$ cat src/rtl/seq_alu_pkg.sv
// Shared unit codes, FSM states and flag positions for seq_alu.
package seq_alu_pkg;

    localparam logic [2:0] UNIT_ADD   = 3'b000;
    localparam logic [2:0] UNIT_AND   = 3'b001;
    localparam logic [2:0] UNIT_SHIFT = 3'b010;
    localparam logic [2:0] UNIT_SRC   = 3'b011;
    localparam logic [2:0] UNIT_OR    = 3'b100;
    localparam logic [2:0] UNIT_XOR   = 3'b101;
    localparam logic [2:0] UNIT_MUL   = 3'b110;
    localparam logic [2:0] UNIT_ACC   = 3'b111;

    typedef enum logic [1:0] {IDLE, MUL, DONE} state_t;

    localparam int FLAG_Z = 3;
    localparam int FLAG_N = 2;
    localparam int FLAG_C = 1;
    localparam int FLAG_V = 0;

endpackage

$ cat src/rtl/seq_alu_mul.sv
// Iterative unsigned shift-add multiplier: the first partial product is taken
// on start, the rest one per cycle; done marks the last busy cycle.
module seq_alu_mul #(
    parameter int WIDTH = 8
) (
    input  logic               clk_in,
    input  logic               rst_n_in,
    input  logic               start,
    input  logic [WIDTH-1:0]   a,
    input  logic [WIDTH-1:0]   b,
    output logic               busy,
    output logic               done,
    output logic [2*WIDTH-1:0] product
);

    localparam int CNT_W = $clog2(WIDTH);

    logic [2*WIDTH-1:0] mcand_q;
    logic [2*WIDTH-1:0] prod_q;
    logic [WIDTH-1:0]   mplier_q;
    logic [CNT_W-1:0]   cnt_q;
    logic               busy_q;

    always_ff @(posedge clk_in or negedge rst_n_in) begin
        if (!rst_n_in) begin
            mcand_q  <= '0;
            prod_q   <= '0;
            mplier_q <= '0;
            cnt_q    <= '0;
            busy_q   <= 1'b0;
        end else if (start) begin
            mcand_q  <= {{WIDTH{1'b0}}, a} << 1;
            prod_q   <= b[0] ? {{WIDTH{1'b0}}, a} : '0;
            mplier_q <= b >> 1;
            cnt_q    <= '0;
            busy_q   <= 1'b1;
        end else if (busy_q) begin
            if (cnt_q == CNT_W'(WIDTH-1)) begin
                busy_q <= 1'b0;
            end else begin
                if (mplier_q[0])
                    prod_q <= prod_q + mcand_q;
                mcand_q  <= mcand_q << 1;
                mplier_q <= mplier_q >> 1;
                cnt_q    <= cnt_q + 1'b1;
            end
        end
    end

    assign busy    = busy_q;
    assign done    = busy_q && (cnt_q == CNT_W'(WIDTH-1));
    assign product = prod_q;

endmodule

$ cat src/rtl/seq_alu.sv
// Handshaked ALU with registered result/flags; unit 110 multiplies iteratively
// when SEQ_ALU_MUL_EN is defined, otherwise it returns 0 in one cycle.
module seq_alu
    import seq_alu_pkg::*;
#(
    parameter int WIDTH   = 8,
    parameter int SHAMT_W = $clog2(WIDTH)
) (
    input  logic             clk_in,
    input  logic             rst_n_in,
    input  logic             req_valid_in,
    output logic             req_ready_out,
    input  logic [2:0]       unit_sel_in,
    input  logic             op_sel_in,
    input  logic [WIDTH-1:0] acc_in,
    input  logic [WIDTH-1:0] src_in,
    output logic             res_valid_out,
    input  logic             res_ready_in,
    output logic [WIDTH-1:0] alu_res_out,
    output logic [3:0]       flags_out
);

    state_t           state_q;
    logic [WIDTH-1:0] res_q;
    logic [3:0]       flags_q;
    logic             vld_q;
    logic             accept;
    logic             is_mul;

    logic [WIDTH-1:0] alu_res;
    logic             alu_c;
    logic             alu_v;
    logic [WIDTH-1:0] b_eff;
    logic [WIDTH:0]   sum;
    logic [SHAMT_W-1:0] shamt;

    function automatic logic [3:0] mk_flags(input logic [WIDTH-1:0] r, input logic c, input logic v);
        logic [3:0] f;
        f         = '0;
        f[FLAG_Z] = (r == '0);
        f[FLAG_N] = r[WIDTH-1];
        f[FLAG_C] = c;
        f[FLAG_V] = v;
        return f;
    endfunction

    assign req_ready_out = (state_q == IDLE) || (state_q == DONE && res_ready_in);
    assign accept        = req_valid_in && req_ready_out;

`ifdef SEQ_ALU_MUL_EN
    logic               mul_busy;
    logic               mul_done;
    logic [2*WIDTH-1:0] mul_prod;
    logic               mul_hi_q;
    logic [WIDTH-1:0]   mul_half;

    assign is_mul   = (unit_sel_in == UNIT_MUL);
    assign mul_half = mul_hi_q ? mul_prod[2*WIDTH-1:WIDTH] : mul_prod[WIDTH-1:0];

    seq_alu_mul #(.WIDTH(WIDTH)) u_mul (
        .clk_in   (clk_in),
        .rst_n_in (rst_n_in),
        .start    (accept && is_mul),
        .a        (acc_in),
        .b        (src_in),
        .busy     (mul_busy),
        .done     (mul_done),
        .product  (mul_prod)
    );
`else
    assign is_mul = 1'b0;
`endif

    assign shamt = src_in[SHAMT_W-1:0];

    always_comb begin
        alu_res = '0;
        alu_c   = 1'b0;
        alu_v   = 1'b0;
        b_eff   = op_sel_in ? ~src_in : src_in;
        sum     = {1'b0, acc_in} + {1'b0, b_eff} + {{WIDTH{1'b0}}, op_sel_in};
        case (unit_sel_in)
            UNIT_ADD: begin
                alu_res = sum[WIDTH-1:0];
                alu_c   = sum[WIDTH];
                alu_v   = (acc_in[WIDTH-1] == b_eff[WIDTH-1]) && (sum[WIDTH-1] != acc_in[WIDTH-1]);
            end
            UNIT_AND:   alu_res = op_sel_in ? ~(acc_in & src_in) : (acc_in & src_in);
            UNIT_SHIFT: begin
                // Only reachable for non-power-of-two widths.
                if ({1'b0, shamt} >= (SHAMT_W+1)'(WIDTH))
                    alu_res = '0;
                else
                    alu_res = op_sel_in ? (acc_in >> shamt) : (acc_in << shamt);
            end
            UNIT_SRC:   alu_res = src_in;
            UNIT_OR:    alu_res = acc_in | src_in;
            UNIT_XOR:   alu_res = acc_in ^ src_in;
            UNIT_ACC:   alu_res = acc_in;
            default:    alu_res = '0;
        endcase
    end

    always_ff @(posedge clk_in or negedge rst_n_in) begin
        if (!rst_n_in) begin
            state_q  <= IDLE;
            res_q    <= '0;
            flags_q  <= '0;
            vld_q    <= 1'b0;
`ifdef SEQ_ALU_MUL_EN
            mul_hi_q <= 1'b0;
`endif
        end else begin
            case (state_q)
                IDLE, DONE: begin
                    if (state_q == IDLE || res_ready_in) begin
                        if (accept && is_mul) begin
                            state_q  <= MUL;
                            vld_q    <= 1'b0;
`ifdef SEQ_ALU_MUL_EN
                            mul_hi_q <= op_sel_in;
`endif
                        end else if (accept) begin
                            state_q <= DONE;
                            vld_q   <= 1'b1;
                            res_q   <= alu_res;
                            flags_q <= mk_flags(alu_res, alu_c, alu_v);
                        end else begin
                            state_q <= IDLE;
                            vld_q   <= 1'b0;
                        end
                    end
                end
`ifdef SEQ_ALU_MUL_EN
                MUL: begin
                    if (mul_done) begin
                        state_q <= DONE;
                        vld_q   <= 1'b1;
                        res_q   <= mul_half;
                        flags_q <= mk_flags(mul_half, 1'b0, 1'b0);
                    end else if (!mul_busy) begin
                        // Multiplier lost its op; never strand the FSM in MUL.
                        state_q <= IDLE;
                    end
                end
`endif
                default: state_q <= IDLE;
            endcase
        end
    end

    assign res_valid_out = vld_q;
    assign alu_res_out   = res_q;
    assign flags_out     = flags_q;

endmodule

$ cat config.mk
export PLATFORM = sky130hd
export DESIGN_NAME = seq_alu
export DESIGN_NICKNAME = d
export VERILOG_FILES = /design/src/rtl/seq_alu_pkg.sv /design/src/rtl/seq_alu_mul.sv /design/src/rtl/seq_alu.sv
export SDC_FILE = /design/constraint.sdc
export NUM_CORES = 1
export LEC_CHECK = 0
export BUFFER_PORTS_ARGS = -buffer_cell sky130_fd_sc_hd__clkbuf_2
export CORE_MARGIN = 3
export CORE_UTILIZATION = 63
export CTS_BUF_LIST = sky130_fd_sc_hd__clkbuf_16
export CTS_CLUSTER_DIAMETER = 200
export CTS_CLUSTER_SIZE = 20
export DETAILED_ROUTE_END_ITERATION = 16
export MAX_ROUTING_LAYER = met4
export PLACE_DENSITY = 0.87
export SYNTH_ARGS = -nofsm -noshare
export SYNTH_HDL_FRONTEND = slang
export SYNTH_SLANG_ARGS = --single-unit
$ cat constraint.sdc
create_clock -name clk_in -period 4.4 [get_ports clk_in]
set_input_delay 0.88 -clock clk_in [delete_from_list [all_inputs] [get_ports clk_in]]
set_output_delay 0.88 -clock clk_in [all_outputs]
set_load 0.01 [all_outputs]
# ---- Yosys cells after proc, flatten, opt, wreduce, memory -nomap -nowiden
# Cells that the tools add are included.
dict set report word_totals {
  inputBits 24
  elab_cells 44
  ff_bits 15
  out_inout_bits 14
}
dict set report classes {
  add_sub_neg 2
  eq_ne 10
  n_shift 2
  bitwise_logic 5
  n_reduce_logical 11
  muxes 10
}
# op n
set op_table {}
lappend op_table {{one-hot mux 8 bit (7 select lines)} 1}
lappend op_table {{two-way mux 8 bit} 3}
lappend op_table {{NOT 8 bit} 2}
lappend op_table {{adder 8 x 8 -> 9 bit} 1}
lappend op_table {{adder 9 x 1 -> 9 bit} 1}
lappend op_table {{== test 3 bit (second input constant)} 3}
lappend op_table {{bitwise AND 8 bit} 1}
lappend op_table {{zero test 8 bit} 1}
lappend op_table {{bitwise OR 8 bit} 1}
lappend op_table {{<< shifter 8 x 3 -> 8 bit} 1}
lappend op_table {{right shift 8 x 3 -> 8 bit} 1}
lappend op_table {{XOR 8 bit} 1}
lappend op_table {{== test 3 x 2 -> 1 bit (second input constant)} 2}
lappend op_table {{two-way mux 2 bit} 3}
lappend op_table {{== test 3 x 1 -> 1 bit (second input constant)} 1}
lappend op_table {{logical AND 1 bit} 3}
lappend op_table {{zero test 3 bit} 1}
lappend op_table {{two-way mux 1 bit} 3}
lappend op_table {{AND reduction 3 bit} 1}
lappend op_table {{== test 2 bit (second input constant)} 1}
lappend op_table {{zero test 2 bit} 1}
lappend op_table {{logical OR 1 bit} 2}
lappend op_table {{inequality test 2 bit (second input constant)} 1}
lappend op_table {{AND reduction 2 bit} 1}
lappend op_table {{other kinds (3)} 3}

# ---- Depth between registers and ports, before layout
# Gate-level depths: netlist (run 1).
dict set report depth {
  ltp_word 7
  mapped_depth 12
  depth_no_buf 9
}

# ---- Worst setup path after synthesis (run 1)
# OpenSTA, ideal clock, no wires.
dict set report synth_timing {
  kind {in2reg}
  startpoint {in op_sel_in}
  endpoint {reg flags_q[3] (netlist: flags_out[3])}
  slack_ns 1.020
  stages 11
  path_buffers 3
  t_required_ns 4.297
  arrival_time_ns 3.276
  setup_time_ns 0.103
  path_cell_list {buf_6 buf_2 buf_2 xor2_1 ha_1 a21oi_1 o221ai_2 xor2_1 a211o_1 a2111o_1 o41ai_2}
}
dict set report synth_via {
  elab_chain_len 5
  elab_cells_between_ends 7
  cone_classes {2 x add/sub; 4 x mux; 1 x reduce/logical}
}
# item line
set synth_rtl {}
lappend synth_rtl {{start, declared} seq_alu.sv:14} ;# input logic op_sel_in,
lappend synth_rtl {{two-way mux 8 bit} seq_alu.sv:80} ;# b_eff = op_sel_in ? ~src_in : src_in;
lappend synth_rtl {{adder 8 x 8 -> 9 bit} seq_alu.sv:81} ;# sum = {1'b0, acc_in} + {1'b0, b_eff} + {{WIDTH{1'b0}}, op_sel_in};
lappend synth_rtl {{adder 9 x 1 -> 9 bit} seq_alu.sv:81}
lappend synth_rtl {{one-hot mux 8 bit (7 select lines) *} seq_alu.sv:82} ;# case (unit_sel_in)
lappend synth_rtl {{zero test 8 bit *} seq_alu.sv:40} ;# f[FLAG_Z] = (r == '0);
lappend synth_rtl {{end signal, assigned} seq_alu.sv:127} ;# flags_q <= mk_flags(alu_res, alu_c, alu_v);
lappend synth_rtl {{end, declared} seq_alu.sv:25} ;# logic [3:0] flags_q;
# Every way passes the cells marked *; elsewhere a longest branch is shown, timed or not.
# A chain may end at the register's enable or synchronous reset.

# ---- Worst setup path in the final report (run 1)
# Ends and elaborated chain as after synthesis.

==> reports/metrics.json, run 1 <==
{
  "outcome": "finished, final reports clean",
  "post_route_cells_drive_above_1_share_pct": 20.85,
  "detail_route.vias_per_cell": 6.459,
  "drcViolationCount": 0,
  "rows": 21,
  "grt_overflow": 0,
  "post-route-period-util_pct": 81.86,
  "power_frac_seq_pct": 22.7,
  "report.final.hold_viol_count": 0,
  "standby_leakage_power_uw": 0.001203,
  "wl_met2_mm": 2.867,
  "groute.usage.overall_pct": 29.47,
  "cts_tree": "done",
  "cts.hold.buffers_added": 0,
  "postLayoutSetupSlackWorst_ns": 0.7983,
  "cp-start-kind": "primary input",
  "cts-resized-gates": 0,
  "met3_wirelength_from_detailed_routing_um": 463,
  "synthDistinctLibCells": 68,
  "final_period_minus_worst_setup_slack_ns": 3.602,
  "hold_path.class": "reg2reg",
  "dominant_combinational_cell_family_by_area_after_synthesis": "compound AO/OA/AOI/OAI gates",
  "sw_frac_of_total_pct": 37.96,
  "top_level_ports": 38,
  "net-switching-power_uw": 225.6,
  "drtAntennaViolNets": 0,
  "gpl.final_weighted_congestion": 0.9415,
  "clk_pin_slew_worst_paths_ns": 0.04,
  "net_count_final": 360,
  "cellInternalPower_uw": 368.7,
  "yosysSeqAreaShare_pct": 12.47,
  "cp.required_ns": 4.54,
  "power.combinational.fraction_pct": 48.9,
  "die_w_um": 67.83,
  "area.sequential_um2": 300.3,
  "setup_viol_count_final": 0,
  "synth_edf_count": 0,
  "cts_max_level": 1,
  "multiInputGateArea_um2": 1901,
  "firstDrtPassIters": 4,
  "power.clock.fraction_pct": 28.4,
  "cts_buffers": 3,
  "synth_compound_gate_area_share_pct": 24.26,
  "postRouteWirelength_mm": 6.166,
  "layout.core_utilization_pct": 74.54,
  "pwr_density_cell_nw_per_um2": 228.1,
  "dp_worst_setup_slack_ns": 0.5848,
  "die_height_um": 67.83,
  "synth_xor_area_share_pct": 6.909,
  "synth_cells": 285,
  "initialDrtViolationCount": 145,
  "yosys_register_bits": 12,
  "grt_first_pass_wirelength_mm": 9.998,
  "maximum_achievable_frequency_mhz": 277.6,
  "core_area_um2": 3495,
  "total_die_area_um2": 4601,
  "number_of_global_route_vias_before_repair": 2063,
  "floorplan.initialDensity_pct": 68.92,
  "async_flop_share_pct": 100.0,
  "synth.yosys.warnings": 0,
  "dpl.hpwl_mm": 4.552,
  "layout-area-overhead-vs-synth_pct": 8.156,
  "tns_ns": 0,
  "max_rail_drop_vdd_v": 0.00009140,
  "endpoint_kind": "register",
  "timing.setup.critical_path_class": "in2reg",
  "antennaDiodeCount": 0,
  "rsz0062_at_grt": "false",
  "power_uw": 594.3,
  "clk_latency_ns": 0.24,
  "grt_start_max_net_pins": 28,
  "routed_wire_length_per_instance_um": 17.47,
  "arrival_time_at_the_worst_endpoint_ns": 3.75,
  "hold_ws_ns": 0.4822,
  "synth-adder-area-share_pct": 14.86,
  "max-clock-path-buffers": 2,
  "worstPathMaxFanout": 27,
  "cts_setup_buffers": 0,
  "route.top_layer_used": "met4",
  "antenna_found_initial": 0,
  "synth_ff_type": "sky130_fd_sc_hd__dfrtp_1",
  "report.final.slew_viol_count": 0,
  "met1Wirelength_mm": 2.678,
  "syn_nets": 337,
  "clock_sink_count": 12,
  "clk_root_buffer_cell": "sky130_fd_sc_hd__clkbuf_16",
  "max_cap_viol_count": 0,
  "buffers_added_on_ports": 37,
  "timing.slew.headroom_pct": 52.73,
  "max_slew.worst_pin.slew_ns": 0.7090,
  "syn_area_cell_um2": 8.451,
  "fin_skew_ns": 0.002690,
  "synthMuxAreaShare_pct": 15.27,
  "syn_area_um2": 2409,
  "post_synth_and_or_nand_nor_area_fraction_pct": 17.61,
  "filler_cell_count": 266,
  "dr_total_vias": 2280
}
## synthesized netlist by cell type, types with 5 or more instances
| cell type | number | area [um^2] |
|---|---|---|
| sky130_fd_sc_hd__mux2_2 | 8 | 90.09 |
| sky130_fd_sc_hd__buf_2 | 7 | 35.03 |
| sky130_fd_sc_hd__inv_1 | 22 | 82.58 |
| sky130_fd_sc_hd__dfrtp_1 | 12 | 300.3 |
| sky130_fd_sc_hd__nand3_1 | 7 | 35.03 |
| sky130_fd_sc_hd__o21ai_0 | 16 | 80.08 |
| sky130_fd_sc_hd__xnor2_1 | 7 | 61.31 |
| sky130_fd_sc_hd__a21oi_1 | 10 | 50.05 |
| sky130_fd_sc_hd__nand2b_1 | 6 | 37.54 |
| sky130_fd_sc_hd__nor2_1 | 11 | 41.29 |
| sky130_fd_sc_hd__nand2_1 | 31 | 116.4 |
| sky130_fd_sc_hd__nand4_1 | 5 | 31.28 |
| sky130_fd_sc_hd__o211ai_1 | 5 | 37.54 |
| sky130_fd_sc_hd__mux2i_1 | 8 | 80.08 |
| sky130_fd_sc_hd__ha_1 | 27 | 337.8 |
| sky130_fd_sc_hd__nor2b_1 | 9 | 56.30 |
| sky130_fd_sc_hd__xor2_1 | 12 | 105.1 |
## power by group through the flow
stage          Clock [uW]  Sequential [uW]  Combinational (uW)
2_1_floorplan           0              144                 203
3_3_place_gp            0              136                 278
3_5_place_dp            0              137                 284
4_1_cts               172              135                 287
5_1_grt               177              137                 322
6_report              168              135                 291
## cells by family after synthesis
| logic type | Yosys count |
|---|---|
| and+or+nand+nor | 84 |
| AOI/OAI and AO/OA | 76 |
| xor gates and xnor gates | 19 |
| adders and majority gates | 28 |
| buffers and inverters | 41 |
| muxes | 25 |
| DFF | 12 |
## through the flow
stage	cells	area, um^2
detailed placement	349	2526
finish	353	2605
global route	353	2605
global placement	349	2526
CTS	353	2605
floorplan	285	2409
## worst max-delay path, stage by stage
cell and delay [ns]:
sky130_fd_sc_hd__clkbuf_2 0.54, sky130_fd_sc_hd__xor2_1 0.16, sky130_fd_sc_hd__ha_1 0.37, sky130_fd_sc_hd__a21oi_1 0.32, sky130_fd_sc_hd__o22ai_2 0.12, sky130_fd_sc_hd__mux2i_1 0.14, sky130_fd_sc_hd__nor4b_1 0.63, sky130_fd_sc_hd__o211ai_1 0.24
sky130_fd_sc_hd__o41ai_2 0.35
## per-layer routing
| metal | global-route usage [%] | up-vias |
|---|---|---|
| met1 | 38.99 | 1063 |
| met5 | - | - |
| met3 | 3.120 | 13 |
| li1 | - | 1096 |
| met2 | 46.42 | 108 |
| met4 | 11.17 | 0 |
## flip-flops by register name, indices dropped and copies added (netlist names)
name / flops
flags_out: 4
alu_res_out: 7
res_valid_out: 1
## path summary, 6_finish.rpt
path	depth (start not counted)	slack, ns	start	to
max	9	0.80	op_sel_in	flags_out[3]
min	2	0.48	alu_res_out[0]	alu_res_out[0]
max reg2reg	5	2.71	res_valid_out	flags_out[3]
min reg2reg	2	0.48	alu_res_out[0]	alu_res_out[0]
max in group asynchronous	1	3.67	rst_n_in	alu_res_out[4]
min in group asynchronous	1	0.51	rst_n_in	alu_res_out[1]
## cell type report
| class | count | share of cell area, % |
|---|---|---|
| clock buffers | 3 | 2.882 |
| clock inverters | 1 | 0.1441 |
| inverters | 22 | 3.170 |
| multi-input cells | 232 | 72.96 |
| flip-flops and latches | 12 | 11.53 |
| well taps | 46 | 2.209 |
| repair buffers | 37 | 7.109 |
## cell usage in the layout, fill, tap and decap left out, types with 8 or more instances in the layout
cell type,synthesis,routed
sky130_fd_sc_hd__mux2i_1,8,8
sky130_fd_sc_hd__xor2_1,12,12
sky130_fd_sc_hd__o21ai_0,16,16
sky130_fd_sc_hd__nand2_1,31,31
sky130_fd_sc_hd__nor2_1,11,11
sky130_fd_sc_hd__nor2b_1,9,9
sky130_fd_sc_hd__ha_1,27,27
sky130_fd_sc_hd__dfrtp_1,12,12
sky130_fd_sc_hd__mux2_2,8,8
sky130_fd_sc_hd__clkbuf_2,0,37
sky130_fd_sc_hd__inv_1,22,22
sky130_fd_sc_hd__a21oi_1,10,10
No activity file was read; power rests on OpenSTA's default activity.
==> run 2: changes to the inputs <==
ABC_AREA = 1   (was not set)
CORE_UTILIZATION = 52   (was 63)
PLACE_DENSITY = 0.78   (was 0.87)
clock period = 3.3 ns   (was 4.4 ns; I/O delays follow)
==> run 2 against run 1 <==
Effect of this change: global-route usage fell by 5.6 points; total power rose by 25%; sequential share of layout area increased by 0.91 points; first-iteration DRC count up 61%; non-clock buffer count increased by 1; area after synthesis fell by 11%; wire length fell by 6.4%.
==> reports/metrics.json, run 2 <==
{
  "core_area": {"value": 3826, "unit": "um^2", "change": "+9.5%"},
  "standby_leakage_power": {"value": 0.001372, "unit": "uW", "change": "+14%"},
  "net_count_final": {"value": 442, "change": "+23%"},
  "synth.top_cells.by_count": "sky130_fd_sc_hd__nand2_1 (110), sky130_fd_sc_hd__nand3_1 (59), sky130_fd_sc_hd__inv_1 (35), sky130_fd_sc_hd__ha_1 (27), sky130_fd_sc_hd__nor2_1 (25)",
  "max_cap_viol_count": {"value": 0, "change": "unchanged"},
  "fin_skew": {"value": 0.005051, "unit": "ns", "change": "+0.002360 ns"},
  "max_slew.worst_pin.slew": {"value": 0.5016, "unit": "ns", "change": "-0.2075 ns"},
  "number_of_global_route_vias_before_repair": {"value": 2082, "change": "+0.92%"},
  "dr_total_vias": {"value": 2379, "change": "+4.3%"},
  "top_level_ports": {"value": 38, "change": "unchanged"},
  "yosysSeqAreaShare": {"value": 13.98, "unit": "%", "change": "+1.5 points"},
  "pwr_density_cell": {"value": 308.0, "unit": "nW/um^2", "change": "+35%"},
  "max-clock-path-buffers": {"value": 2, "change": "unchanged"},
  "antenna_found_initial": {"value": 0, "change": "unchanged"},
  "gpl.final_weighted_congestion": {"value": 0.9668, "change": "+2.7%"},
  "cp-start-kind": "primary input",
  "postRouteWirelength": {"value": 5.772, "unit": "mm", "change": "-6.4%"},
  "synth_ff_type": "sky130_fd_sc_hd__dfrtp_1",
  "cts-resized-gates": {"value": 0, "change": "unchanged"},
  "report.final.hold_viol_count": {"value": 0, "change": "unchanged"},
  "endpoint_kind": "register",
  "report.final.slew_viol_count": {"value": 0, "change": "unchanged"},
  "initialDrtViolationCount": {"value": 234, "change": "+61%"},
  "placedInstanceArea": {"value": 2336, "unit": "um^2", "change": "-7.5%"},
  "async_flop_share": {"value": 100.0, "unit": "%", "change": "unchanged"},
  "antennaDiodeCount": {"value": 0, "change": "unchanged"},
  "die_w": {"value": 70.28, "unit": "um", "change": "+3.6%"},
  "max_rail_drop_vdd": {"value": 0.0001725, "unit": "V", "change": "+89%"},
  "dpl.hpwl": {"value": 4.728, "unit": "mm", "change": "+3.9%"},
  "grt_first_pass_wirelength": {"value": 9.487, "unit": "mm", "change": "-5.1%"},
  "die_height": {"value": 70.28, "unit": "um", "change": "+3.6%"},
  "syn_area_cell": {"value": 6.052, "unit": "um^2", "change": "-28%"},
  "yosysMostFrequentCell": "sky130_fd_sc_hd__nand2_1",
  "clk_latency": {"value": 0.24, "unit": "ns", "change": "about the same"},
  "final_common_cell": "sky130_fd_sc_hd__nand2_1",
  "post-route-cell-area": {"value": 2415, "unit": "um^2", "change": "-7.3%"},
  "floorplan.initialDensity": {"value": 56.15, "unit": "%", "change": "-13 points"},
  "largest_register_ff_count": {"value": 7, "change": "unchanged"},
  "clock_sink_count": {"value": 12, "change": "unchanged"},
  "final_period_minus_worst_setup_slack_ns": 2.627,
  "drcViolationCount": {"value": 0, "change": "unchanged"},
  "layout_common_cells": "sky130_fd_sc_hd__nand2_1 (110), sky130_fd_sc_hd__nand3_1 (59), sky130_fd_sc_hd__clkbuf_2 (37), sky130_fd_sc_hd__inv_1 (35), sky130_fd_sc_hd__ha_1 (27)",
  "cts_buffers": {"value": 3, "change": "unchanged"},
  "cts_max_level": {"value": 1, "change": "unchanged"},
  "buffers_added_on_ports": {"value": 37, "change": "unchanged"},
  "clk_pin_slew_worst_paths": {"value": 0.04, "unit": "ns", "change": "about the same"},
  "synth_edf_count": {"value": 0, "change": "unchanged"},
  "tns": {"value": 0, "unit": "ns", "change": "unchanged"},
  "syn_nets": {"value": 407, "change": "+21%"},
  "cts.hold.buffers_added": {"value": 0, "change": "unchanged"},
  "grt_start_max_net_pins": {"value": 20, "change": "-29%"},
  "arrival_time_at_the_worst_endpoint": {"value": 2.80, "unit": "ns", "change": "-0.95 ns"},
  "yosys_register_bits": {"value": 12, "change": "unchanged"},
  "groute.usage.overall": {"value": 23.89, "unit": "%", "change": "-5.6 points"},
  "drtAntennaViolNets": {"value": 0, "change": "unchanged"},
  "timing.setup.critical_path_class": "in2reg",
  "firstDrtPassIters": {"value": 6, "change": "+2"},
  "r2r.worst_path.cells": {"value": 7, "change": "+2"},
  "synthTopCellsByArea": "sky130_fd_sc_hd__nand2_1 (19%), sky130_fd_sc_hd__ha_1 (16%), sky130_fd_sc_hd__dfrtp_1 (14%)",
  "grt_overflow": {"value": 0, "change": "unchanged"},
  "maximum_achievable_frequency_mhz": 380.7,
  "clk_root_buffer_cell": "sky130_fd_sc_hd__clkbuf_16",
  "setup_viol_count_final": {"value": 0, "change": "unchanged"},
  "yosys.area.top_type": "sky130_fd_sc_hd__nand2_1",
  "cts_tree": "done",
  "worstPathMaxFanout": {"value": 16, "change": "-41%"},
  "post_route_cells_drive_above_1_share": {"value": 15.42, "unit": "%", "change": "-5.4 points"},
  "cp.required": {"value": 3.47, "unit": "ns", "change": "-1.07 ns"},
  "yosys.area.top_type_share": {"value": 19.22, "unit": "%", "change": "+5.2 points"},
  "synth_cells": {"value": 355, "change": "+25%"},
  "detail_route.vias_per_cell": {"value": 5.444, "change": "-16%"},
  "timing.slew.headroom": {"value": 66.48, "unit": "%", "change": "+14 points"},
  "outcome": "finished, final reports clean",
  "cts_setup_buffers": {"value": 0, "change": "unchanged"},
  "syn_area": {"value": 2148, "unit": "um^2", "change": "-11%"},
  "hold_path.class": "in2async",
  "synth.yosys.warnings": {"value": 0, "change": "unchanged"},
  "total_die_area": {"value": 4939, "unit": "um^2", "change": "+7.3%"},
  "rsz0062_at_grt": "false",
  "layout-area-overhead-vs-synth_pct": 12.41,
  "post-route-period-util_pct": 79.61,
  "routed_wire_length_per_instance": {"value": 13.21, "unit": "um", "change": "-24%"},
  "rows": {"value": 22, "change": "+4.8%"},
  "synthDistinctLibCells": {"value": 33, "change": "-51%"}
}
run 2: cell types whose count changed in the layout (fill, tap and decap cells not counted), sizes merged, moves of 6 or more:
cell and delta:
mux2 -9, mux2i -9, inv +20, nor2b -9, nand3 +54, nor2 +17
mux4 -7, nand2 +81, nand2b -6
run 2: layout make-up:
type	instances	area [um^2]
Multi-Input combinational cell	293	1625
Fill cell	367	1411
Sequential cell	12	300.3
Timing Repair Buffer	38	192.7
Inverter	42	157.7
Clock buffer	3	75.07
Tap cell	48	60.06
Clock inverter	1	3.754
run 2: worst paths after layout:
kind                                 from  slack, ns              to
min                              rst_n_in       0.30  alu_res_out[5]
min reg2reg                alu_res_out[3]       0.48  alu_res_out[3]
max                             op_sel_in       0.67    flags_out[3]
max in group asynchronous        rst_n_in       2.77    flags_out[3]
max reg2reg                 res_valid_out       1.83    flags_out[3]
min in group clk_in        alu_res_out[3]       0.48  alu_res_out[3]
run 2: power breakdown:
part	leakage [uW]	internal (uW)	switching, uW	total, uW
registers	0.000153	170	12.5	182
clock network	0.0000385	159	61.2	220
logic	0.00118	125	216	341
total	0.00137	454	290	744
run 2: stage by stage:
| stage | hold slack, ns | total power (uW) | utilization (%) | worst slack (ns) | instances |
|---|---|---|---|---|---|
| after detailed placement | 0.4693 | 521.8 | 61.05 | 0.4952 | 433 |
| after global routing | 0.3124 | 802.7 | 63.11 | 0.4377 | 437 |
| after floorplan | 0.3644 | 421.6 | - | 0.9600 | 355 |
| after global placement | 0.4613 | 519.0 | 61.05 | 0.5090 | 433 |
| final | 0.2958 | 743.9 | 63.11 | 0.6730 | 437 |
| after CTS | 0.3039 | 742.2 | 63.11 | 0.7380 | 437 |
run 2: logic make-up after synthesis:
kind of cell / synth area share (%)
fa+ha+maj: 16.66
buf+inv: 10.37
compound gates: 8.737
flops: 13.98
simple gates: 45.37
xor+xnor: 4.892
run 2: critical path, stage by stage:
cell and delay (ns):
sky130_fd_sc_hd__clkbuf_2 0.39, sky130_fd_sc_hd__inv_2 0.15, sky130_fd_sc_hd__o21ai_2 0.18, sky130_fd_sc_hd__inv_1 0.07, sky130_fd_sc_hd__fa_1 0.39, sky130_fd_sc_hd__nand3b_1 0.19, sky130_fd_sc_hd__nand2_1 0.10, sky130_fd_sc_hd__nand2_1 0.05
sky130_fd_sc_hd__nand3_1 0.06, sky130_fd_sc_hd__nand2_1 0.07, sky130_fd_sc_hd__nor2_1 0.14, sky130_fd_sc_hd__nand3_1 0.10, sky130_fd_sc_hd__nor2_1 0.10, sky130_fd_sc_hd__nand3_1 0.08, sky130_fd_sc_hd__nand2_1 0.06
run 2: metal layers:
layer	share of wire [%]	up-vias	track usage [%]
met2	46	74	37.94
li1	-	1232	-
met1	47	1061	32.81
met4	1.4	0	4.468
met5	0	-	-
met3	5.6	12	2.878
